### config.mk
export PLATFORM = sky130hd
export DESIGN_NAME = rf_wport_arbiter
export DESIGN_NICKNAME = d
export VERILOG_FILES = /design/src/rtl/rf_ctrl_pkg.sv /design/src/rtl/rf_wq_fifo.sv /design/src/rtl/rf_wport_arbiter.sv
export SDC_FILE = /design/constraint.sdc
export NUM_CORES = 1
export LEC_CHECK = 0
export CAP_MARGIN = 20
export CORE_MARGIN = 8
export CORE_UTILIZATION = 50
export CTS_CLUSTER_DIAMETER = 200
export CTS_CLUSTER_SIZE = 12
export DETAILED_ROUTE_END_ITERATION = 12
export PLACE_DENSITY = 0.81
export SYNTH_ARGS = -nofsm -noshare
export SYNTH_HDL_FRONTEND = slang
export SYNTH_SLANG_ARGS = --single-unit
export TNS_END_PERCENT = 10
### constraint.sdc
create_clock -name clk -period 3.7 [get_ports clk]
set_input_delay 0.74 -clock clk [delete_from_list [all_inputs] [get_ports clk]]
set_output_delay 0.74 -clock clk [all_outputs]
set_load 0.05 [all_outputs]
### src/rtl/rf_ctrl_pkg.sv
// rtl/rf_ctrl_pkg.sv - shared register-file control widths, register names and write record
package rf_ctrl_pkg;

    localparam int ADDR_W   = 5;
    localparam int DATA_W   = 32;
    localparam int REG_ZERO = 0;
    localparam int REG_SP   = 29;

    typedef struct packed {
        logic              we;
        logic [ADDR_W-1:0] wa;
        logic [DATA_W-1:0] wd;
    } rf_wr_t;

endpackage

### src/rtl/rf_wq_fifo.sv
// rtl/rf_wq_fifo.sv - small synchronous FIFO holding long-latency results awaiting the write port
module rf_wq_fifo #(
    parameter int W     = 37,
    parameter int DEPTH = 2
) (
    input  logic         clk,
    input  logic         rst,
    input  logic         push,
    input  logic         pop,
    input  logic [W-1:0] din,
    output logic [W-1:0] head,
    output logic         full,
    output logic         empty
);

    localparam int PW = (DEPTH > 1) ? $clog2(DEPTH) : 1;
    localparam int CW = $clog2(DEPTH + 1);

    logic [W-1:0]  mem [DEPTH];
    logic [PW-1:0] wr_ptr;
    logic [PW-1:0] rd_ptr;
    logic [CW-1:0] count;

    // DEPTH is a power of two, so pointer overflow is the modulo wrap
    always_ff @(posedge clk) begin
        if (rst) begin
            wr_ptr <= '0;
            rd_ptr <= '0;
            count  <= '0;
        end else begin
            if (push) wr_ptr <= wr_ptr + PW'(1);
            if (pop)  rd_ptr <= rd_ptr + PW'(1);
            count <= count + CW'(push) - CW'(pop);
        end
    end

    always_ff @(posedge clk) begin
        if (push) mem[wr_ptr] <= din;
    end

    assign head  = mem[rd_ptr];
    assign full  = (count == CW'(DEPTH));
    assign empty = (count == '0);

endmodule

### src/rtl/rf_wport_arbiter.sv
// rtl/rf_wport_arbiter.sv - shares the register-file write port between WB and the long-latency unit
module rf_wport_arbiter #(
    parameter int ADDR_W     = rf_ctrl_pkg::ADDR_W,
    parameter int DATA_W     = rf_ctrl_pkg::DATA_W,
    parameter int FIFO_DEPTH = 2,
    parameter int STARVE_MAX = 8
) (
    input  logic              clk,
    input  logic              rst,
    input  logic              wb_we,
    input  logic [ADDR_W-1:0] wb_wa,
    input  logic [DATA_W-1:0] wb_wd,
    output logic              wb_hold,
    input  logic              lu_valid,
    output logic              lu_ready,
    input  logic [ADDR_W-1:0] lu_wa,
    input  logic [DATA_W-1:0] lu_wd,
    input  logic              iss_valid,
    input  logic [ADDR_W-1:0] iss_wa,
    output logic              iss_ready,
    input  logic [ADDR_W-1:0] chk_ra1,
    input  logic [ADDR_W-1:0] chk_ra2,
    input  logic [ADDR_W-1:0] chk_ra3,
    output logic              stall,
    output logic              rf_we,
    output logic [ADDR_W-1:0] rf_wa,
    output logic [DATA_W-1:0] rf_wd
);

    import rf_ctrl_pkg::*;

    localparam int FW    = ADDR_W + DATA_W;
    localparam int CNT_W = $clog2(STARVE_MAX);

    logic [2**ADDR_W-1:0] pending;
    logic [2**ADDR_W-1:0] pending_nxt;
    logic [FW-1:0]        head;
    logic [ADDR_W-1:0]    head_wa;
    logic [DATA_W-1:0]    head_wd;
    logic                 full;
    logic                 empty;
    logic                 push;
    logic                 pop;
    logic                 issue;
    logic                 blocked;
    logic [CNT_W-1:0]     starve_cnt;

    rf_wq_fifo #(
        .W     (FW),
        .DEPTH (FIFO_DEPTH)
    ) u_wq (
        .clk   (clk),
        .rst   (rst),
        .push  (push),
        .pop   (pop),
        .din   ({lu_wa, lu_wd}),
        .head  (head),
        .full  (full),
        .empty (empty)
    );

    assign {head_wa, head_wd} = head;

    // Acceptance looks at full only: a pop in the same cycle does not free a slot early
    assign lu_ready  = !rst && !full;
    assign push      = lu_valid && lu_ready;
    assign pop       = !rst && !wb_we && !empty;
    assign blocked   = !empty && !pop;

    assign iss_ready = !rst && !pending[iss_wa];
    assign issue     = iss_valid && iss_ready && (iss_wa != ADDR_W'(REG_ZERO));
    assign stall     = pending[chk_ra1] | pending[chk_ra2] | pending[chk_ra3];

    // Writes to register zero still consume their slot but never reach the file
    always_comb begin
        rf_we = 1'b0;
        rf_wa = head_wa;
        rf_wd = head_wd;
        if (wb_we) begin
            rf_wa = wb_wa;
            rf_wd = wb_wd;
            rf_we = !rst && (wb_wa != ADDR_W'(REG_ZERO));
        end else begin
            rf_we = pop && (head_wa != ADDR_W'(REG_ZERO));
        end
    end

    // A new reservation landing on the edge that retires the old one must survive
    always_comb begin
        pending_nxt = pending;
        if (pop)   pending_nxt[head_wa] = 1'b0;
        if (issue) pending_nxt[iss_wa]  = 1'b1;
        pending_nxt[REG_ZERO] = 1'b0;
    end

    always_ff @(posedge clk) begin
        if (rst) begin
            pending    <= '0;
            starve_cnt <= '0;
            wb_hold    <= 1'b0;
        end else begin
            pending <= pending_nxt;
            wb_hold <= blocked && (starve_cnt == CNT_W'(STARVE_MAX - 1));
            if (!blocked) begin
                starve_cnt <= '0;
            end else if (starve_cnt != CNT_W'(STARVE_MAX - 1)) begin
                starve_cnt <= starve_cnt + CNT_W'(1);
            end
        end
    end

    always_ff @(posedge clk) begin
        if (!rst && wb_hold) assert (!wb_we);
    end

endmodule

# Word level (Yosys, flattened, before mapping)
# Memories as Yosys holds them, arrays and structs flattened. A register that Yosys moved wholly into a read port is not among the register bits.
# Index checks and enable logic that the tools add are counted.
dict set report totals {
  ff_bits 40
  latch_bits 0
  ram_bits 74
  rom_bits 0
  inputBits 99
  elab_cells 74
  n_memories 1
}
dict set report op_classes {
  add_sub_neg 5
  n_mul 0
  div 0
  n_lt_le_gt_ge 7
  eq_ne 3
  n_shift 0
  muxes 21
  n_bitwise 6
  reduce_logical 24
}
# name words word_bits read_ports rd_ports_with_merged_regs write_ports line
set mem_list {}
lappend mem_list {u_wq.mem 2 37 1 1 1 rf_wq_fifo.sv:19} ;# logic [W-1:0] mem [DEPTH];
# cell count
set ops {}
lappend ops {{32-bit two-way mux} 3}
lappend ops {{32-bit AND} 1}
lappend ops {{32-bit NOT} 1}
lappend ops {{32-bit bitwise OR} 1}
lappend ops {{5-bit by 6-bit < comparator with 1-bit output, second input constant} 5}
lappend ops {{1-bit binary-select mux with 5-bit select} 4}
lappend ops {{5-bit nonzero test} 3}
lappend ops {{1-bit logical AND} 13}
lappend ops {{1-bit two-way mux} 11}
lappend ops {{1-bit demux with 5-bit select} 2}
lappend ops {{5-bit by 1-bit greater-or-equal comparator with 1-bit output, second input constant} 2}
lappend ops {{1-bit zero test} 6}
lappend ops {{5-bit two-way mux} 1}
lappend ops {{3-bit by 1-bit adder with 3-bit output, second input constant} 1}
lappend ops {{3-bit == test, second input constant} 1}
lappend ops {{3-bit != test, second input constant} 1}
lappend ops {{1-bit adder, second input constant} 2}
lappend ops {{2-bit by 1-bit adder with 2-bit output} 1}
lappend ops {{2-bit == test, second input constant} 1}
lappend ops {{2-bit zero test} 1}
lappend ops {{1-bit bitwise OR} 2}
lappend ops {{2-bit OR reduction} 1}
lappend ops {{2-bit by 1-bit subtractor with 2-bit output} 1}
lappend ops {{1-bit NOT} 1}

# Longest topological paths before layout
# Gate-level depths: netlist of the first run.
dict set report logic_depth {
  word_depth 9
  ltp_mapped 8
  depth_no_buf 7
}

# Hierarchy
# A second synthesis of the first run with hierarchy kept.
dict set report unflattened {
  hier_cells 470
  hier_area_um2 6263.5
}
# module instances cells_each area_each_um2 seq_area_each_um2
set by_module_without_submodules {}
lappend by_module_without_submodules {rf_wport_arbiter 1 334 3224.3 700.7}
lappend by_module_without_submodules {rf_wq_fifo 1 136 3039.2 2322.2}

# Worst setup path after synthesis of the first run
# OpenSTA, ideal clock, no wires.
dict set report synth_path {
  path_kind {in2reg}
  from {input port rst}
  to {memory u_wq.mem[0][0], enable pin}
  setup_ns 0.431
  arrival_time_ns 3.641
  slack_ns -0.373
  path_stages 4
  n_path_buf 1
  cell_sequence {clkbuf_1 -> a21oi_1 -> nand2_1 -> nor2_1}
}
dict set report synth_via {
  elab_chain_cells 5
}
# element line
set synth_rtl {}
lappend synth_rtl {{from (decl)} rf_wport_arbiter.sv:9} ;# input logic rst,
lappend synth_rtl {{1-bit zero test} n/a}
lappend synth_rtl {{1-bit logical AND} rf_wport_arbiter.sv:65} ;# assign lu_ready = !rst && !full;
lappend synth_rtl {{net lu_ready} rf_wport_arbiter.sv:15} ;# output logic lu_ready,
lappend synth_rtl {{1-bit logical AND} rf_wport_arbiter.sv:66} ;# assign push = lu_valid && lu_ready;
lappend synth_rtl {{1-bit two-way mux} rf_wq_fifo.sv:38} ;# if (push) mem[wr_ptr] <= din;
lappend synth_rtl {{1-bit two-way mux (implied by the code)} rf_wq_fifo.sv:38}
lappend synth_rtl {{to (decl)} rf_wq_fifo.sv:19}
# The timed path passes the listed nets, and every way through them passes these cells.

# Worst setup path after layout of the first run
dict set report layout_path {
  from {input port iss_wa[0]}
  to {output port iss_ready}
}
dict set report layout_via {
  elab_chain_cells 4
}
# element line
set layout_rtl {}
lappend layout_rtl {{from (decl)} rf_wport_arbiter.sv:19} ;# input logic [ADDR_W-1:0] iss_wa,
lappend layout_rtl {{1-bit binary-select mux with 5-bit select} rf_wport_arbiter.sv:70} ;# assign iss_ready = !rst && !pending[iss_wa];
lappend layout_rtl {{1-bit two-way mux (implied by the code)} rf_wport_arbiter.sv:70}
lappend layout_rtl {{1-bit zero test} rf_wport_arbiter.sv:70}
lappend layout_rtl {{1-bit logical AND} rf_wport_arbiter.sv:70}
lappend layout_rtl {{to (decl)} rf_wport_arbiter.sv:20} ;# output logic iss_ready,
# No other way between the ends. The select of a mux whose other input is x is not followed.

==> key figures, run 1 <==
STA
  – Setup repair after global routing missed its margin: no
  – Max Slew Vio Count: 0
  – Max frequency: 0.278 GHz
  – Final setup violation count: 0
  – Final period util: 0.972
  – Slew at the pin with the worst max-slew slack: 677 ps
  – Worst hold slack: 524 ps
  – Final hold vios: 0
  – Slew headroom: 0.548
  – Min cycle time layout: 3600 ps
  – Final Skew: 13.8 ps
  – Setup TNS: 0 ps

Setup path
  – Category of the most critical setup path: input port to primary output
  – CP peak stage delay: 640 ps
  – Worst-case reg-to-reg path depth: 5
  – Worst path required time: roughly 3000 ps
  – Critical path peak fanout: 4
  – Reg-to-Reg End: pending[22]
  – Slowest stage cell, crit path: mux4_1
  – Crit path arrival time: 2860 ps
  – Crit Reg-Reg Startpoint: pending[18]
  – Startpoint types: input port
  – Endpoint class of the critical path: primary output
  – Cells along the critical path: clkdlybuf4s50_1 > mux4_1 > a221oi_4 > nand3_1 > nor2_1 > buf_12
  – Flop2flop setup slack: between 1500 and 2000 ps

Global route
  – First-pass GRT wire length: around 30000 um
  – Vias in the first global route: 5490
  – Global-route usage over all layers: 0.238
  – Global route overflow: 0
  – Initial antenna violation count: 0
  – Largest net degree at the start of global routing: between 70 and 80

Logic synthesis
  – Yosys reg bits: 114
  – Synth Flop Type: edfxtp_1
  – Share of the synthesized area in the top cell type: 0.362
  – Top-count cell post-synth: o21ai_0
  – Sequential-to-total area share from yosys stat: 0.492
  – Dominant cells by area after synthesis: edfxtp_1, dfxtp_1, mux4_2
  – Yosys top cell by area: edfxtp_1
  – Post-synth EDFFs: 74
  – Mapped cell area: 6140 um2
  – Synthesized instance count: approximately 560
  – Async set-reset flop share out of synthesis: 0
  – YS warnings: 0
  – Synth Net Count: ~670
  – Most frequent cells after synthesis: o21ai_0, nand2_1, edfxtp_1
  – Distinct cell type count after synthesis: 52
  – Mapped Avg Cell Area: 10.9 um2

Min path
  – Hold wc startpoint: starve_cnt[0]
  – WHS Endpoint: starve_cnt[0]
  – Hold Path Stages: 2
  – Hold crit path type: flip-flop to flip-flop

Status
  – Status: finished, final reports clean

Final layout
  – Share of cells above drive strength 1: 0.149
  – Final std cells w/o fill: between 800 and 900
  – Ant diodes: 0
  – Finished Cell Area: 8360 um2
  – Area Growth Syn to Fin: 36.1%
  – Final net count: 808

Place
  – Hpwl dp: 13800 um
  – Area after DPL: 7750 um2
  – # port buffers: 140
  – RD Place Congestion: 0.990
  – Placed cells: 833

Clock tree
  – CTS Hold Bufs: 0
  – PostCTS Resize Cnt: 0
  – H-tree depth: 4
  – CTS tree: done
  – Clk buf depth: 2
  – Setup Fix Bufs, Post-CTS: 0
  – Clock-pin slew on the worst setup and hold paths: 50 ps
  – Clock sinks: 114
  – Number of buffers created by CTS: 17
  – Later-pin clock latency in the skew report: 410 ps
  – CTS root buffer: clkbuf_16

Detailed routing
  – Antenna-violating nets left: 0
  – Avg Vias per Cell: between 6 and 7
  – Drt pass-1 iters: 5
  – Drt first-iter violations: between 400 and 500
  – Vias post-DR: 5208
  – Wire length per cell: between 20 and 25 um
  – Final WL: 19200 um
  – DRC viols: 0

Floorplan
  – Die Span X: 127 um
  – Core area: approximately 12000 um2
  – Initial core utilization: 0.511
  – Die Area: 16100 um2
  – Die height: approximately 130 um
  – IO Pins: 141
  – Std cell rows: 40

Flow run
  – Maxcap violations: 0

Pwr
  – Total chip power: ~0.0038 W
  – Maximum vdd drop: just under 300 uV
  – Power per cell area: 457 nW/um2
  – Leakage: 2.94 nW
-- cell type report --
class | instances | area [um2]
Sequential cell | 114 | 3020
Timing Repair Buffer | 161 | 1590
Tap cell | 147 | 184
Inverter | 14 | 52.6
Fill cell | 857 | 3650
Clock buffer | 25 | 538
Multi-Input combinational cell | 397 | 2900
Clock inverter | 7 | 68.8
-- worst max path at each step --
| stage | startpoint | to | slack (ps) | depth (start not counted) |
|---|---|---|---|---|
| 2_1_floorplan | rst | u_wq.mem[0][0] | 230 | 4 |
| 3_3_place_gp | iss_wa[0] | iss_ready | 190 | 6 |
| 3_5_place_dp | iss_wa[0] | iss_ready | 140 | 6 |
| 4_1_cts | iss_wa[0] | iss_ready | 140 | 6 |
| 5_1_grt | chk_ra2[0] | stall | 2 | 7 |
| 6_report | iss_wa[0] | iss_ready | 100 | 6 |
-- stage by stage --
| stage | worst slack [ps] | util |
|---|---|---|
| after floorplan | 226 | - |
| after global placement | 186 | 0.645 |
| after detailed placement | 142 | 0.645 |
| after CTS | 138 | 0.696 |
| after global routing | 2.09 | 0.696 |
| final | 103 | 0.696 |
-- sequential cells by signal (all words and copies together) (netlist names), named ones only --
name,cells
u_wq.count,2
u_wq.rd_ptr,1
starve_cnt,3
u_wq.mem,74
wb_hold,1
pending,31
u_wq.wr_ptr,1
-- kinds of logic (layout without fill, tap and decap cells) --
family	count (synthesis)	count (layout)	synth area share
compound gates	122	122	0.119
xor+xnor	5	5	0.00714
fa+ha+maj	4	4	0.00815
buf+inv	51	207	0.0369
flops	114	114	0.492
mux	78	78	0.186
simple gates	188	188	0.150
-- worst max-delay path, delay by kind of cell --
| family | cells | cell delay, ps |
|---|---|---|
| compound gates | 1 | 310 |
| simple gates | 2 | 390 |
| buf+inv | 2 | 770 |
| mux | 1 | 640 |
-- cells in the final DEF (no fill, tap or decap), types with 8 or more instances in the layout --
master	n
nor2b_1	34
nor2_1	27
nand2b_1	10
clkbuf_16	19
edfxtp_1	74
buf_4	26
inv_1	14
mux2i_1	44
nand2_1	81
clkdlybuf4s50_1	129
o21ai_2	8
o21ai_0	86
mux4_2	23
dfxtp_1	39
-- routing by layer --
layer | global-route usage | vias up | wire length (um)
met5 | 0 | - | 0
met4 | 0.111 | 0 | 644
met3 | 0.0658 | 48 | 1790
met2 | 0.406 | 277 | 9480
met1 | 0.273 | 2503 | 7240
li1 | - | 2380 | -
-- where the power goes --
| group | switching, W | internal [W] | total (W) |
|---|---|---|---|
| sequential | 0.0000411 | 0.00142 | 0.00147 |
| clock | 0.000550 | 0.00107 | 0.00162 |
| combinational | 0.000430 | 0.000300 | 0.000731 |
No activity file was read; power rests on OpenSTA's default activity.
==> run 2: changes to the inputs <==
clock period = 3.5 ns   (was 3.7 ns; I/O delays follow)
==> run 2 against run 1 <==
Combinational power is 5.1% higher. First-iteration DRC count is 11% lower. Flip-flop and latch count stayed put. Clock power is 4% higher. Critical path depth is 3 lower. Global-route usage hardly changed. Sequential share of layout area is 0.12 points higher. Setup slack better by 30 ps. Clock skew is 3.2 ps lower. Count of clock-buffer cells in the layout is 3 lower. Power is 4.9% higher. Critical path type is now flip-flop to primary output.
==> key figures, run 2 (same netlist as run 1, synthesis figures left out) <==
Global route
  – Largest net degree at the start of global routing: 52
  – Initial antenna violation count: 0
  – Global route overflow: 0
  – Global-route usage over all layers: 0.238
  – First-pass GRT wire length: 29500 um
  – Vias in the first global route: ~5.4k

Final layout
  – Largest regs: u_wq.mem: 74 flops, pending: 31 flops, starve_cnt: 3 flops
  – Commonest non-fill, non-tap cells in the layout: clkdlybuf4s50_1, o21ai_0, nand2_1, edfxtp_1, mux2i_1
  – Share of cells above drive strength 1: 0.174
  – Largest Register: u_wq.mem
  – Commonest non-fill, non-tap cell in the layout: clkdlybuf4s50_1
  – Final core occ: 0.693
  – Area Growth Syn to Fin: 35.7%
  – Ant diodes: 0
  – Final net count: 810
  – Filler cells: 877
  – Max reg flops: 74
  – Final std cells w/o fill: 867

Setup path
  – Endpoint class of the critical path: primary output
  – Category of the most critical setup path: flip-flop to primary output
  – Worst path required time: 2800 ps
  – Critical path peak fanout: 33
  – Crit path arrival time: 2670 ps
  – Crit Reg-Reg Startpoint: pending[9]
  – Startpoint types: flip-flop

Floorplan
  – IO Pins: 141
  – Initial core utilization: 0.511
  – Die height: 127 um
  – Core area: 12000 um2
  – Std cell rows: 40
  – Die Span X: about 130 um
  – Die Area: 16100 um2

Status
  – Status: finished, final reports clean

STA
  – Max frequency: 0.297 GHz
  – Setup TNS: 0 ps
  – Slew headroom: 0.429
  – Min cycle time layout: 3370 ps
  – Final period util: 0.962
  – Slew at the pin with the worst max-slew slack: 857 ps
  – Worst hold slack: roughly 520 ps
  – Final Skew: 10.5 ps
  – Final hold vios: 0
  – Final setup violation count: 0
  – Max Slew Vio Count: 0
  – Setup repair after global routing missed its margin: no

Pwr
  – Maximum vdd drop: 401 uV
  – Sw Pwr: 0.00109 W
  – Clock network fraction of design power: 0.420
  – Leakage: 2.99 nW
  – Comb power frac: 0.192
  – Sw frac: 0.272
  – Internal power: 0.00292 W
  – Power per cell area: 481 nW/um2
  – Sequential share of power: 0.388

Clock tree
  – Number of buffers created by CTS: 17
  – H-tree depth: 4
  – Clock-pin slew on the worst setup and hold paths: 50 ps
  – Clk buf depth: 2
  – CTS root buffer: clkbuf_16
  – Later-pin clock latency in the skew report: approximately 420 ps
  – Setup Fix Bufs, Post-CTS: 0
  – CTS tree: done
  – Clock sinks: 114

Flow run
  – Maxcap violations: 0

Detailed routing
  – Drt first-iter violations: 422
  – Avg Vias per Cell: 5.98
  – Vias post-DR: between 5k and 6k
  – Drt pass-1 iters: 5
  – Antenna-violating nets left: 0
  – Final WL: 18900 um
  – DRC viols: 0
  – Wire length per cell: 21.8 um

Place
  – Placed cells: around 840
  – # port buffers: 140
  – Hpwl dp: 13600 um
  – RD Place Congestion: 0.926

Min path
  – Hold wc startpoint: starve_cnt[1]
  – Hold crit path type: flip-flop to flip-flop
## run 2: area by class of cell
class / instances / area, um2 / share of cell area
Clock inverter: 10 / 106 / 0.0128
Timing Repair Buffer: 163 / 1590 / 0.190
Tap cell: 147 / 184 / 0.0221
Clock buffer: 22 / 474 / 0.0569
Sequential cell: 114 / 3020 / 0.363
Multi-Input combinational cell: 397 / 2900 / 0.348
Inverter: 14 / 52.6 / 0.00631
## run 2: critical path, cell delays in order, from the launching register on
cell and delay (ps):
dfxtp_2 880, mux2i_1 200, o21ai_0 270, clkdlybuf4s50_1 890
## run 2: power by group through the flow
stage               clock network (W)  registers (W)  logic, W
floorplan                           0        0.00155  0.000459
global route                  0.00175        0.00156  0.000811
global placement                    0        0.00158  0.000747
detailed placement                  0        0.00158  0.000760
CTS                           0.00170        0.00156  0.000769
finish                        0.00168        0.00156  0.000768
## run 2: final timing paths
path | cells after the start | slack [ps] | endpoint
min reg2reg | 2 | 520 | starve_cnt[1]
max reg2reg | 5 | 1380 | pending[14]
min | 2 | 520 | starve_cnt[1]
max | 3 | 130 | rf_wd[19]
## run 2: through the flow
step | setup slack (ps) | power [W] | instance area, um2
after floorplan | 66.4 | 0.00201 | 6140
after global placement | 54.8 | 0.00232 | 7740
after detailed placement | 49.0 | 0.00234 | 7740
after CTS | 44.2 | 0.00403 | 8320
after global routing | 19.0 | 0.00413 | 8330
final | 134 | 0.00401 | 8330
## run 2: layer usage
| layer | up-vias | wire, um | GRT usage |
|---|---|---|---|
| li1 | 2372 | - | - |
| met1 | 2485 | 7260 | 0.269 |
| met2 | 283 | 9340 | 0.400 |
| met3 | 43 | 1820 | 0.0825 |
| met4 | 0 | 476 | 0.104 |
| met5 | - | 0 | 0 |
## run 2: timing repair
| action | 4_1_cts | 5_1_grt |
|---|---|---|
| endpoints found under the setup margin | 0 | 2 |
| hold buffers | 0 | 0 |
| resized for setup | 0 | 5 |
